===== config.mk =====
export PLATFORM = sky130hd
export DESIGN_NAME = shared_mem_arbiter_flat
export DESIGN_NICKNAME = d
export VERILOG_FILES = /design/src/rtl/shared_mem_arbiter_if.sv /design/src/rtl/shared_mem_arbiter.sv /design/src/flat_wrapper.sv
export SDC_FILE = /design/constraint.sdc
export NUM_CORES = 1
export LEC_CHECK = 0
export ABC_AREA = 1
export CAP_MARGIN = 20
export CORE_UTILIZATION = 44
export DETAILED_ROUTE_END_ITERATION = 10
export GPL_TIMING_DRIVEN = 0
export PLACE_DENSITY_LB_ADDON = 0.3
export SLEW_MARGIN = 20
export SYNTH_ARGS = -nofsm -noshare
export SYNTH_HDL_FRONTEND = slang
export SYNTH_SLANG_ARGS = --single-unit

===== constraint.sdc =====
create_clock -name clk -period 6.48 [get_ports clk]
set_input_delay 0.972 -clock clk [delete_from_list [all_inputs] [get_ports clk]]
set_output_delay 0.972 -clock clk [all_outputs]
set_load 0.05 [all_outputs]

===== src/rtl/shared_mem_arbiter_if.sv =====
// Core-side request/grant/ack bundle plus the shared memory port of the arbiter.
// The arbiter takes the slave view; the cores and memory together take the master view.
interface shared_mem_arbiter_if #(
   parameter int NUM_CORES = 4,
   parameter int ADDR_W    = 8,
   parameter int DATA_W    = 8
);
   logic [NUM_CORES-1:0]        core_req;
   logic [NUM_CORES-1:0]        core_we;
   logic [NUM_CORES-1:0]        core_lock;
   logic [NUM_CORES*ADDR_W-1:0] core_addr;
   logic [NUM_CORES*DATA_W-1:0] core_wdata;
   logic [NUM_CORES-1:0]        core_gnt;
   logic [NUM_CORES-1:0]        core_ack;
   logic [DATA_W-1:0]           core_rdata;
   logic                        mem_en;
   logic                        mem_we;
   logic [ADDR_W-1:0]           mem_addr;
   logic [DATA_W-1:0]           mem_wdata;
   logic [DATA_W-1:0]           mem_rdata;

   modport master (
      output core_req, core_we, core_lock, core_addr, core_wdata, mem_rdata,
      input  core_gnt, core_ack, core_rdata, mem_en, mem_we, mem_addr, mem_wdata
   );

   modport slave (
      input  core_req, core_we, core_lock, core_addr, core_wdata, mem_rdata,
      output core_gnt, core_ack, core_rdata, mem_en, mem_we, mem_addr, mem_wdata
   );
endinterface


===== src/rtl/shared_mem_arbiter.sv =====
// Round-robin arbiter sharing one single-port memory between GPU cores, with
// in-order ack return after the fixed memory latency and a per-core atomic lock.
module shared_mem_arbiter #(
   parameter int NUM_CORES = 4,
   parameter int ADDR_W    = 8,
   parameter int DATA_W    = 8,
   parameter int MEM_LAT   = 1
) (
   input logic                 clk,
   input logic                 reset,
   shared_mem_arbiter_if.slave bus
);
   localparam int IDX_W = $clog2(NUM_CORES);
   typedef logic [IDX_W-1:0] idx_t;

   idx_t                 rr_ptr;
   idx_t                 lock_owner;
   logic                 lock_valid;
   logic                 lock_release;
   logic                 lock_active;
   logic [NUM_CORES-1:0] eligible;
   logic                 win_found;
   idx_t                 win_idx;
   idx_t                 next_ptr;
   logic [IDX_W:0]       cand;

   logic [MEM_LAT:0]     pipe_valid;
   logic [MEM_LAT:0]     pipe_we;
   idx_t                 pipe_id [MEM_LAT+1];

   // An owner that has gone idle with lock low frees the lock on this very edge,
   // so the other cores compete immediately instead of losing a cycle.
   always_comb begin
      lock_release = lock_valid && !bus.core_lock[lock_owner]
                     && !bus.core_gnt[lock_owner] && !bus.core_req[lock_owner];
      lock_active  = lock_valid && !lock_release;
      eligible     = bus.core_req & ~bus.core_gnt;
      if (lock_active)
         eligible = eligible & (NUM_CORES'(1) << lock_owner);
   end

   always_comb begin
      win_found = 1'b0;
      win_idx   = '0;
      cand      = '0;
      for (int i = 0; i < NUM_CORES; i++) begin
         cand = {1'b0, rr_ptr} + (IDX_W+1)'(i);
         if (cand >= (IDX_W+1)'(NUM_CORES))
            cand = cand - (IDX_W+1)'(NUM_CORES);
         if (!win_found && eligible[cand[IDX_W-1:0]]) begin
            win_found = 1'b1;
            win_idx   = cand[IDX_W-1:0];
         end
      end
      next_ptr = (win_idx == idx_t'(NUM_CORES-1)) ? '0 : win_idx + idx_t'(1);
   end

   always_ff @(posedge clk) begin
      if (reset) begin
         bus.core_gnt  <= '0;
         bus.mem_en    <= 1'b0;
         bus.mem_we    <= 1'b0;
         bus.mem_addr  <= '0;
         bus.mem_wdata <= '0;
         rr_ptr        <= '0;
         lock_valid    <= 1'b0;
         lock_owner    <= '0;
      end else begin
         bus.core_gnt <= '0;
         bus.mem_en   <= win_found;
         bus.mem_we   <= 1'b0;
         if (win_found) begin
            bus.core_gnt  <= NUM_CORES'(1) << win_idx;
            bus.mem_we    <= bus.core_we[win_idx];
            bus.mem_addr  <= bus.core_addr[win_idx*ADDR_W +: ADDR_W];
            bus.mem_wdata <= bus.core_wdata[win_idx*DATA_W +: DATA_W];
            rr_ptr        <= next_ptr;
            lock_valid    <= bus.core_lock[win_idx];
            lock_owner    <= win_idx;
         end else if (lock_release) begin
            lock_valid <= 1'b0;
         end
      end
   end

   // Completion pipeline: stage MEM_LAT lines up with mem_rdata, and writes
   // occupy a slot too so acks always come back in grant order.
   always_ff @(posedge clk) begin
      if (reset) begin
         pipe_valid     <= '0;
         pipe_we        <= '0;
         bus.core_ack   <= '0;
         bus.core_rdata <= '0;
      end else begin
         pipe_valid[0] <= win_found;
         pipe_we[0]    <= bus.core_we[win_idx];
         for (int s = 1; s <= MEM_LAT; s++) begin
            pipe_valid[s] <= pipe_valid[s-1];
            pipe_we[s]    <= pipe_we[s-1];
         end
         bus.core_ack   <= pipe_valid[MEM_LAT] ? (NUM_CORES'(1) << pipe_id[MEM_LAT]) : '0;
         bus.core_rdata <= (pipe_valid[MEM_LAT] && !pipe_we[MEM_LAT]) ? bus.mem_rdata : '0;
      end
   end

   always_ff @(posedge clk) begin
      pipe_id[0] <= win_idx;
      for (int s = 1; s <= MEM_LAT; s++)
         pipe_id[s] <= pipe_id[s-1];
   end
endmodule

===== src/flat_wrapper.sv =====
// flat-port wrapper written by rule: the top's interface ports become plain ports
module shared_mem_arbiter_flat 
#(
   parameter int NUM_CORES = 4,
   parameter int ADDR_W    = 8,
   parameter int DATA_W    = 8,
   parameter int MEM_LAT   = 1
)
  (clk, reset, bus_core_req, bus_core_we, bus_core_lock, bus_core_addr, bus_core_wdata, bus_mem_rdata, bus_core_gnt, bus_core_ack, bus_core_rdata, bus_mem_en, bus_mem_we, bus_mem_addr, bus_mem_wdata);
  shared_mem_arbiter_if #(.NUM_CORES(NUM_CORES), .ADDR_W(ADDR_W), .DATA_W(DATA_W)) bus_i ();
  input logic clk;
  input logic reset;
  input wire logic [$bits(bus_i.core_req)-1:0] bus_core_req;
  input wire logic [$bits(bus_i.core_we)-1:0] bus_core_we;
  input wire logic [$bits(bus_i.core_lock)-1:0] bus_core_lock;
  input wire logic [$bits(bus_i.core_addr)-1:0] bus_core_addr;
  input wire logic [$bits(bus_i.core_wdata)-1:0] bus_core_wdata;
  input wire logic [$bits(bus_i.mem_rdata)-1:0] bus_mem_rdata;
  output wire logic [$bits(bus_i.core_gnt)-1:0] bus_core_gnt;
  output wire logic [$bits(bus_i.core_ack)-1:0] bus_core_ack;
  output wire logic [$bits(bus_i.core_rdata)-1:0] bus_core_rdata;
  output wire logic [$bits(bus_i.mem_en)-1:0] bus_mem_en;
  output wire logic [$bits(bus_i.mem_we)-1:0] bus_mem_we;
  output wire logic [$bits(bus_i.mem_addr)-1:0] bus_mem_addr;
  output wire logic [$bits(bus_i.mem_wdata)-1:0] bus_mem_wdata;
  assign bus_i.core_req = bus_core_req;
  assign bus_i.core_we = bus_core_we;
  assign bus_i.core_lock = bus_core_lock;
  assign bus_i.core_addr = bus_core_addr;
  assign bus_i.core_wdata = bus_core_wdata;
  assign bus_i.mem_rdata = bus_mem_rdata;
  assign bus_core_gnt = bus_i.core_gnt;
  assign bus_core_ack = bus_i.core_ack;
  assign bus_core_rdata = bus_i.core_rdata;
  assign bus_mem_en = bus_i.mem_en;
  assign bus_mem_we = bus_i.mem_we;
  assign bus_mem_addr = bus_i.mem_addr;
  assign bus_mem_wdata = bus_i.mem_wdata;
  shared_mem_arbiter #(.NUM_CORES(NUM_CORES), .ADDR_W(ADDR_W), .DATA_W(DATA_W), .MEM_LAT(MEM_LAT)) u_core (.clk(clk), .reset(reset), .bus(bus_i));
endmodule

==> key figures, run 1 <==
Finish
  • Syn-to-layout area delta: 53.6%
  • Layout cells sized above 1: 0.0918
  • Nets: 586
  • Antenna diodes: 0

Clocking
  • CTS sink count: 46
  • Num CTS Buffers: 5
  • Clk_lat worst skew: 0.30 ns
  • Hold Buf Count CTS: 0
  • CTS tree: done
  • H-tree lvl count: 2
  • Clk root buf: clkbuf_8
  • Clk slew on worst S/H paths: 0.10 ns
  • Setup bufs post-CTS: 0
  • Maximum clock path buffer count: 2
  • Post-CTS sizing: 0

Yosys
  • Syn Nets: 461
  • Post-Syn Area: 2550 um2
  • Register bit total from synthesis: 46
  • Yosys Warn Count: 0
  • Sequential element share of the synthesized area: 0.362
  • Post-synthesis cell count: 375
  • Mean area per synthesized cell: 6.79 um2
  • Library cells used by synthesis: 23

Die
  • Die area: 6090 um2
  • Starting Density: 0.460
  • Number of I/O pins: 120
  • Cell Rows: 27
  • Chip Height: 78.1 um
  • Core box area: 5540 um2
  • DIE WIDTH: 78.1 um

Timing
  • Fmax: 317 MHz
  • Slew Limit Fails: 0
  • Rel. slew slack: 0.635
  • Fin crit share: 0.487
  • Worst Skew: 0.00823 ns
  • Post-layout min period: 3.16 ns
  • Final setup margin: 3.32 ns
  • RSZ-0062 raised after global routing: false
  • Slew @ Worst Pin: 0.545 ns
  • Final Hold Viols: 0
  • Final setup viols: 0
  • Post-Route Setup TNS: 0 ns

Place
  • Final Wtd Congestion: 0.864
  • Port Buf Inserts: 118
  • Pre-CTS setup slack: 3.06 ns
  • Post-DP HPWL: 5900 um

GRT
  • Antenna violations before repair: 0
  • Vias in the first global route: 2,878
  • First-pass GRT wire length: 12,800 um
  • Grt ovf: 0
  • Largest net degree at the start of global routing: 17
  • Tot GR Track Use: 0.263

Drt
  • Router iterations before antenna repair: 5
  • Via/cell ratio: 5.17
  • Total length of routed wires: 7620 um
  • Routed Antenna Nets: 0
  • DRC violations left: 0
  • Via count: 2,963
  • Initial DRC Count: 166
  • Drt wl/cell: 13.3 um

Power
  • Total chip power: 2.20 mW
  • Power Dens Cells: 563 nW/um2
  • Pleak: 1.79 nW
  • Max IR drop VDD: 0.394 mV

Run status
  • Status: finished clean

Worst setup path
  • Crit path max fanout: 10
  • Arrival @ worst endpoint: 3.40 ns
  • Kind of critical path: primary input to flop
  • Critical Path RT: 6.73 ns
  • Worst setup SP type: primary input
  • CP Capture Type: flop

Min path
  • Hold Path Class: flop to flop

Flow run
  • Max-Cap Viols: 0
[final timing paths]
check                             from                 endpoint  slack (ns)  depth (start not counted)
setup reg to reg  u_core.lock_owner[1]   u_core.bus.mem_addr[4]        4.09                         18
hold / removal    u_core.pipe_id[0][0]     u_core.pipe_id[0][2]        0.35                          0
setup / recovery      bus_core_lock[0]  u_core.bus.mem_wdata[7]        3.32                         17
hold reg to reg   u_core.pipe_id[0][0]     u_core.pipe_id[0][2]        0.35                          0
[sequential cells by signal, summed over array words and instances, names as in the netlist]
register and cells:
u_core.pipe_valid 2, u_core.lock_owner 2, u_core.bus.core_ack 4, u_core.rr_ptr 2, u_core.lock_valid 1, u_core.bus.mem_addr 8, u_core.bus.core_gnt 4, u_core.bus.mem_we 1
u_core.pipe_id 4, u_core.pipe_we 2, u_core.bus.core_rdata 8, u_core.bus.mem_wdata 8
[power breakdown]
group	total (mW)	switching [mW]	internal (mW)
Sequential	0.424	0.0447	0.380
Combinational	1.60	1.03	0.566
Clock	0.182	0.105	0.0772
Total	2.20	1.18	1.02
[cell usage after synthesis (all sizes together)]
master / n / area [um2]
a21oi: 3 / 15.0
nor2: 32 / 136
buf: 22 / 154
clkbuf: 2 / 7.51
nand3: 76 / 415
o21ai: 4 / 31.3
dfxtp: 46 / 921
nand4: 40 / 265
nand2: 111 / 442
nand3b: 2 / 15.0
inv: 36 / 135
xnor2: 1 / 8.76
[cells by family after synthesis]
group	synth area share
buffers and inverters	0.116
DFF	0.362
and+or+nand+nor	0.500
xor gates and xnor gates	0.00344
AOI/OAI and AO/OA	0.0182
[placed cells by master (no fill, tap or decap), types with 2 or more instances in the layout]
master and instances:
clkbuf_8 5, o21ai_0 2, nand3b_1 2, inv_1 35, nand3_1 72, clkbuf_1 2
nand2_1 103, nor2_1 31, dfxtp_1 46, nand3_2 2, buf_4 5, a21oi_1 3
nand4_1 39, nand3_4 2, clkinvlp_4 2, buf_6 5, buf_2 12, clkdlybuf4s50_1 118
nand2_2 7
[layer usage]
metal / share of wire / wire [um] / vias to the layer above / GRT usage
met3: 0.079 / 604 / 16 / 0.0488
met1: 0.42 / 3220 / 1323 / 0.323
met4: 0.021 / 161 / 0 / 0.0907
li1: - / - / 1488 / -
met2: 0.48 / 3640 / 136 / 0.459
met5: 0 / 0 / - / 0
[through the flow]
stage / utilization / area (um2) / hold slack (ns) / std cells
after floorplan: - / 2550 / 0.310 / 375
after global placement: 0.689 / 3820 / 0.310 / 565
after detailed placement: 0.689 / 3820 / 0.318 / 565
after CTS: 0.706 / 3910 / 0.345 / 573
after global routing: 0.706 / 3910 / 0.352 / 573
final: 0.706 / 3910 / 0.345 / 573
[critical path, cell delays in order]
cell and delay, ns:
clkdlybuf4s50_1 0.46, nor2_1 0.13, nand2_1 0.06, nand2_1 0.06, nand2_1 0.05, inv_1 0.06, nand2_2 0.07, nand3_1 0.11
nand3_1 0.13, nand3_1 0.14, nand2_2 0.11, nand4_4 0.14, inv_1 0.09, nor2_1 0.18, clkbuf_1 0.42, nand3_1 0.14
nand2_1 0.08
[cell type report]
type	count	area (um2)
buffer	24	161
clock buffer	5	68.8
clock inverter	3	23.8
fill	474	1630
inverter	36	135
multi-input combinational	269	1330
sequential	46	921
tap	72	90.1
timing repair buffer	118	1180
Power figures use the tool's default switching activity.
==> inputs of run 2 (changes only) <==
--- a/config.mk
+++ b/config.mk
@@ -7,7 +7,7 @@
 export LEC_CHECK = 0
 export ABC_AREA = 1
 export CAP_MARGIN = 20
-export CORE_UTILIZATION = 44
+export CORE_UTILIZATION = 41
 export DETAILED_ROUTE_END_ITERATION = 10
 export GPL_TIMING_DRIVEN = 0
 export PLACE_DENSITY_LB_ADDON = 0.3
==> constraint.sdc (replaced) <==
create_clock -name clk -period 3 [get_ports clk]
set_input_delay 0.45 -clock clk [delete_from_list [all_inputs] [get_ports clk]]
set_output_delay 0.45 -clock clk [all_outputs]
set_load 0.05 [all_outputs]
==> key figures, run 2 (same netlist as run 1, synthesis figures left out) <==
Worst setup path
  • Crit path max fanout: 10 (unchanged)
  • Critical Path RT: 3.26 ns (was 6.73 ns)
  • CP cell instances: clkdlybuf4s50_1, nor2_1, nand2_1, nand2_1, nand2_1, inv_1, nand2_2, nand3_1, nand3_1, nand3_1, nand2_2, nand4_4, inv_1, nor2_1, clkbuf_1, nand3_1, nand2_1 (unchanged)
  • Arrival @ worst endpoint: 2.92 ns (was 3.40 ns)
  • CP max stage delay: 0.46 ns (about the same)
  • Critical-path top delay cell: clkbuf_1 (was clkdlybuf4s50_1)
  • CP Capture Type: flop (unchanged)
  • Kind of critical path: primary input to flop (unchanged)
  • Worst setup SP type: primary input (unchanged)

Finish
  • Final Cell Area: 3920 um2 (was 3910 um2)
  • Nets: 586 (unchanged)
  • Syn-to-layout area delta: 53.8% (was 53.6%)
  • Layout cells sized above 1: 0.0918 (unchanged)
  • Commonest non-fill, non-tap cell in the layout: clkdlybuf4s50_1 (unchanged)
  • Most frequent cells in the layout: clkdlybuf4s50_1 (118), nand2_1 (103), nand3_1 (72) (unchanged)
  • Regs by FF count: u_core.bus.core_rdata (8), u_core.bus.mem_addr (8), u_core.bus.mem_wdata (8) (unchanged)
  • Antenna diodes: 0 (unchanged)

Timing
  • Slew @ Worst Pin: 0.545 ns (about the same)
  • Post-layout min period: 2.66 ns
  • Rel. slew slack: 0.636 (was 0.635)
  • Fin crit share: 0.887
  • RSZ-0062 raised after global routing: false (unchanged)
  • Slew Limit Fails: 0 (unchanged)
  • Fmax: 376 MHz
  • Post-Route Setup TNS: 0 ns (unchanged)
  • Final Hold Viols: 0 (unchanged)
  • Final setup viols: 0 (unchanged)
  • Worst hold margin: 0.338 ns (was 0.345 ns)
  • Worst Skew: 0.0103 ns (was 0.00823 ns)

GRT
  • Largest net degree at the start of global routing: 17 (unchanged)
  • Grt ovf: 0 (unchanged)
  • First-pass GRT wire length: 12,100 um (was 12,800 um)
  • Antenna violations before repair: 0 (unchanged)
  • Tot GR Track Use: 0.242 (was 0.263)
  • Vias in the first global route: 2,658 (was 2,878)

Place
  • Final Wtd Congestion: 0.845 (was 0.864)
  • Post-DP Area: 3820 um2 (about the same)
  • Post-DP HPWL: 6020 um (was 5900 um)
  • Port Buf Inserts: 118 (unchanged)

Min path
  • Hold Path Class: flop to flop (unchanged)

Drt
  • DRC violations left: 0 (unchanged)
  • Routed Antenna Nets: 0 (unchanged)
  • Router iterations before antenna repair: 4 (was 5)
  • Via count: 2,993 (was 2,963)
  • Total length of routed wires: 7830 um (was 7620 um)
  • Initial DRC Count: 171 (was 166)
  • Via/cell ratio: 5.20 (was 5.17)
  • Drt wl/cell: 13.6 um (was 13.3 um)

Die
  • DIE WIDTH: 80.8 um (was 78.1 um)
  • Number of I/O pins: 120 (unchanged)
  • Cell Rows: 28 (was 27)
  • Starting Density: 0.428 (was 0.460)
  • Chip Height: 80.8 um (was 78.1 um)
  • Die area: 6530 um2 (was 6090 um2)
  • Core box area: 5960 um2 (was 5540 um2)

Clocking
  • Post-CTS sizing: 0 (unchanged)
  • CTS sink count: 46 (unchanged)
  • CTS tree: done (unchanged)
  • Clk root buf: clkbuf_8 (unchanged)
  • H-tree lvl count: 2 (unchanged)
  • Clk slew on worst S/H paths: 0.09 ns (was 0.10 ns)
  • Num CTS Buffers: 5 (unchanged)
  • Maximum clock path buffer count: 2 (unchanged)
  • Hold Buf Count CTS: 0 (unchanged)
  • Clk_lat worst skew: 0.32 ns (was 0.30 ns)
  • Setup bufs post-CTS: 0 (unchanged)

Power
  • Max IR drop VDD: 0.676 mV (was 0.394 mV)
  • Pleak: 1.79 nW (about the same)
  • Total chip power: 4.79 mW (was 2.20 mW)
  • Power Dens Cells: 1220 nW/um2 (was 563 nW/um2)

Flow run
  • Max-Cap Viols: 0 (unchanged)

Run status
  • Status: finished clean (unchanged)
run 2: per-layer routing:
metal	part of all wire	GRT usage
met5	0	0
met4	0.012	0.0696
met3	0.088	0.0551
met2	0.48	0.418
met1	0.42	0.298
run 2: final timing paths:
path / from / slack, ns / depth (start not counted) / endpoint
hold / removal: u_core.pipe_id[0][0] / 0.34 / 0 / u_core.pipe_id[0][2]
setup / recovery: bus_core_lock[1] / 0.34 / 17 / u_core.bus.mem_wdata[0]
setup reg to reg: u_core.lock_owner[0] / 0.55 / 16 / u_core.bus.mem_wdata[0]
hold reg to reg: u_core.pipe_id[0][0] / 0.34 / 0 / u_core.pipe_id[0][2]
run 2: worst max-delay path, delay by kind of cell:
family | cells | cell delay (ns)
AND/OR/NAND/NOR | 13 | 1.44
buffers and inverters | 4 | 1.05
run 2: power by group:
part | leakage (nW) | internal [mW] | switching (mW)
clock | 0.0447 | 0.168 | 0.234
sequential | 0.380 | 0.820 | 0.0978
combinational | 1.37 | 1.22 | 2.25
run 2: final cells by class:
class	instances	area (um2)
Inverter	36	135
Sequential cell	46	921
Multi-Input combinational cell	269	1330
Timing Repair Buffer	118	1180
Tap cell	75	93.8
Fill cell	537	2040
Clock inverter	3	25.0
Clock buffer	5	68.8
Buffer	24	161
run 2: per-stage QoR:
step | setup WS [ns] | instances | utilization
after floorplan | 0.721 | 375 | -
after global placement | 0.134 | 568 | 0.642
after detailed placement | 0.0791 | 568 | 0.642
after CTS | 0.394 | 576 | 0.657
after global routing | 0.125 | 576 | 0.657
final | 0.339 | 576 | 0.657
==> inputs of run 3 (changes only) <==
--- a/config.mk
+++ b/config.mk
@@ -5,12 +5,12 @@
 export SDC_FILE = /design/constraint.sdc
 export NUM_CORES = 1
 export LEC_CHECK = 0
-export ABC_AREA = 1
-export CAP_MARGIN = 20
+export CAP_MARGIN = 0
 export CORE_UTILIZATION = 41
 export DETAILED_ROUTE_END_ITERATION = 10
 export GPL_TIMING_DRIVEN = 0
 export PLACE_DENSITY_LB_ADDON = 0.3
+export SETUP_SLACK_MARGIN = 0.15
 export SLEW_MARGIN = 20
 export SYNTH_ARGS = -nofsm -noshare
 export SYNTH_HDL_FRONTEND = slang
==> key figures, run 3 <==
Yosys
  • Area share of the largest cell type after synthesis: 0.365 (was 0.362)
  • EDFF count, synth: 0 (unchanged)
  • Post-synth ARST share: 0 (unchanged)
  • Top cells by area, synth: dfxtp_1 (36%), mux2i_1 (7.1%), o2111ai_1 (5.6%) (was dfxtp_1 (36%), nand2_1 (15%), nand3_1 (14%))
  • Register bit total from synthesis: 46 (unchanged)
  • Post-Syn Area: 2520 um2 (was 2550 um2)
  • Yosys Warn Count: 0 (unchanged)
  • Library cells used by synthesis: 44 (was 23)
  • Synth top cells by count: dfxtp_1 (46), nand2_1 (22) (was nand2_1 (103), nand3_1 (72), dfxtp_1 (46), nand4_1 (39), inv_1 (35))
  • Sequential element share of the synthesized area: 0.365 (was 0.362)
  • Post-synth top flop: dfxtp_1 (unchanged)
  • Mean area per synthesized cell: 8.82 um2 (was 6.79 um2)
  • Most common cell in the netlist: dfxtp_1 (was nand2_1)
  • Syn Nets: 372 (was 461)
  • Synth area leader: dfxtp_1 (unchanged)
  • Post-synthesis cell count: 286 (was 375)

Timing
  • Worst Skew: 0.00658 ns (was 0.0103 ns)
  • Worst hold margin: 0.340 ns (was 0.338 ns)
  • Final setup viols: 0 (unchanged)
  • Rel. slew slack: 0.647 (was 0.636)
  • Slew @ Worst Pin: 0.527 ns (was 0.545 ns)
  • Post-layout min period: 2.81 ns (was 2.66 ns)
  • Slew Limit Fails: 0 (unchanged)
  • Final Hold Viols: 0 (unchanged)
  • Fin crit share: 0.938 (was 0.887)
  • Fmax: 355 MHz (was 376 MHz)
  • RSZ-0062 raised after global routing: true (was false)

Worst setup path
  • CP Capture Type: flop (unchanged)
  • Crit path max fanout: 8 (was 10)
  • Kind of critical path: flop to flop (was primary input to flop)
  • Critical Path RT: 3.21 ns (was 3.26 ns)
  • Arrival @ worst endpoint: 3.03 ns (was 2.92 ns)
  • Worst setup SP type: flop (was primary input)

Die
  • Number of I/O pins: 120 (unchanged)
  • Cell Rows: 28 (unchanged)
  • Chip Height: 80.5 um (was 80.8 um)
  • DIE WIDTH: 80.5 um (was 80.8 um)
  • Die area: 6470 um2 (was 6530 um2)
  • Core box area: 5920 um2 (was 5960 um2)
  • Starting Density: 0.426 (was 0.428)

Power
  • Sw frac: 0.465 (was 0.539)
  • Sequential share of power: 0.236 (was 0.192)
  • Combinational share of power: 0.662 (was 0.725)
  • Max IR drop VDD: 0.513 mV (was 0.676 mV)
  • Clock share of power: 0.102 (was 0.084)
  • Total chip power: 3.90 mW (was 4.79 mW)
  • Pint: 2.09 mW (was 2.21 mW)
  • P_sw: 1.81 mW (was 2.58 mW)
  • Power Dens Cells: 903 nW/um2 (was 1220 nW/um2)
  • Pleak: 1.64 nW (was 1.79 nW)

Finish
  • Most frequent cells in the layout: clkdlybuf4s50_1 (111), dfxtp_1 (44), nand2_1 (22) (was clkdlybuf4s50_1 (118), nand2_1 (103), nand3_1 (72))
  • Syn-to-layout area delta: 71.1% (was 53.8%)
  • Final non-filler cell total: 500 (was 576)
  • Commonest non-fill, non-tap cell in the layout: clkdlybuf4s50_1 (unchanged)
  • Final Util: 0.729 (was 0.657)
  • Layout cells sized above 1: 0.216 (was 0.0918)
  • Final Cell Area: 4320 um2 (was 3920 um2)
  • Antenna diodes: 0 (unchanged)
  • Regs by FF count: u_core.bus.core_rdata (8), u_core.bus.mem_addr (8), u_core.bus.mem_wdata (8) (unchanged)
  • Nets: 510 (was 586)

GRT
  • First-pass GRT wire length: 12,600 um (was 12,100 um)
  • Grt met3 use: 0.0511 (was 0.0551)
  • Vias in the first global route: 2,719 (was 2,658)
  • Antenna violations before repair: 0 (unchanged)
  • Met1 usage: 0.307 (was 0.298)
  • Grt ovf: 0 (unchanged)
  • Largest net degree at the start of global routing: 17 (unchanged)
  • M2 GR Usage: 0.425 (was 0.418)
  • Top Usage Layer GRT: met2 (unchanged)
  • Tot GR Track Use: 0.253 (was 0.242)

Clocking
  • Maximum clock path buffer count: 2 (unchanged)
  • Clk root buf: clkbuf_8 (unchanged)
  • Hold Buf Count CTS: 0 (unchanged)
  • Clk slew on worst S/H paths: 0.09 ns (about the same)
  • H-tree lvl count: 2 (unchanged)
  • CTS tree: done (unchanged)
  • Clk_lat worst skew: 0.31 ns (was 0.32 ns)
  • Num CTS Buffers: 5 (unchanged)
  • CTS sink count: 46 (unchanged)

Min path
  • Hold Path Class: flop to flop (unchanged)

Drt
  • Drt wl/cell: 16.8 um (was 13.6 um)
  • Initial DRC Count: 159 (was 171)
  • Routed Antenna Nets: 0 (unchanged)
  • DRC violations left: 0 (unchanged)
  • Via/cell ratio: 5.54 (was 5.20)
  • Via count: 2,768 (was 2,993)
  • Total length of routed wires: 8380 um (was 7830 um)
  • Router iterations before antenna repair: 5 (was 4)

Place
  • Placed Instances: 480 (was 568)
  • Post-DP HPWL: 5690 um (was 6020 um)
  • Post-DP Area: 3810 um2 (was 3820 um2)
  • Port Buf Inserts: 119 (was 118)
  • Final Wtd Congestion: 0.886 (was 0.845)

Run status
  • Status: finished clean (unchanged)

Flow run
  • Max-Cap Viols: 0 (unchanged)
run 3: cell types whose count changed after synthesis, sizes merged, moves of 13 or more:
| cell | before | now |
|---|---|---|
| o211ai | 0 | 17 |
| buf | 22 | 9 |
| mux2i | 0 | 18 |
| o21a | 0 | 18 |
| o2111ai | 0 | 16 |
| nand3 | 76 | 1 |
| o31ai | 0 | 18 |
| nand4 | 40 | 0 |
| nor2 | 32 | 7 |
| nand2 | 111 | 22 |
| inv | 36 | 18 |
| or2 | 0 | 17 |
run 3: routing by layer:
metal  routed length (um)  up-vias
li1                     -     1334
met1                 3410     1307
met2                 4360      111
met3                  450       16
met4                  161        0
met5                    0        -
run 3: final timing paths:
| kind | from | cells past startpoint | to | slack [ns] |
|---|---|---|---|---|
| max reg2reg | u_core.bus.core_gnt[1] | 9 | u_core.bus.mem_we | 0.19 |
| max | u_core.bus.core_gnt[1] | 9 | u_core.bus.mem_we | 0.19 |
| min reg2reg | u_core.pipe_id[0][0] | 0 | u_core.pipe_id[0][2] | 0.34 |
| min | u_core.pipe_id[0][0] | 0 | u_core.pipe_id[0][2] | 0.34 |
run 3: logic make-up after synthesis:
logic type | after synthesis | synth area share
AOI/OAI and AO/OA | 92 | 0.286
and+or+nand+nor | 88 | 0.196
DFF | 46 | 0.365
buffers and inverters | 40 | 0.0689
muxes | 19 | 0.0803
xor gates and xnor gates | 1 | 0.00347
run 3: power groups by stage:
stage | clock network, mW | logic [mW] | registers, mW
after floorplan | 0 | 1.04 | 1.30
after global placement | 0 | 2.00 | 0.907
after detailed placement | 0 | 2.04 | 0.913
after CTS | 0.402 | 2.39 | 0.905
after global routing | 0.430 | 2.72 | 0.945
final | 0.399 | 2.58 | 0.921
run 3: timing repair:
action | 4_1_cts | 5_1_grt
resized for setup | 48 | 34
pin swaps | 15 | 17
setup endpoints to repair | 28 | 20
gates cloned | 1 | 0
buffers inserted | 8 | 3
run 3: worst max-delay path: stages, from the launching register on:
cell     delay [ns]
dfxtp_2        0.33
or3_4          0.37
buf_4          0.15
a221o_1        0.36
a21o_4         0.27
or3_1          0.32
and3_4         0.18
buf_6          0.13
mux4_2         0.44
and2_4         0.17
run 3: per-stage QoR:
| stage | setup slack (ns) | setup TNS (ns) |
|---|---|---|
| finish | 0.185 | 0 |
| global route | 0.111 | 0 |
| CTS | 0.181 | 0 |
| detailed placement | -0.502 | -10.89 |
| global placement | -0.506 | -10.08 |
| floorplan | 0.161 | 0 |
run 3: layout make-up:
class,count,area [um2]
well taps,75,93.8
plain buffers,22,155
clock inverters,3,23.8
multi-input cells,200,1690
clock buffers,5,68.8
flip-flops and latches,46,923
fillers,441,1600
inverters,18,67.6
repair buffers,131,1300
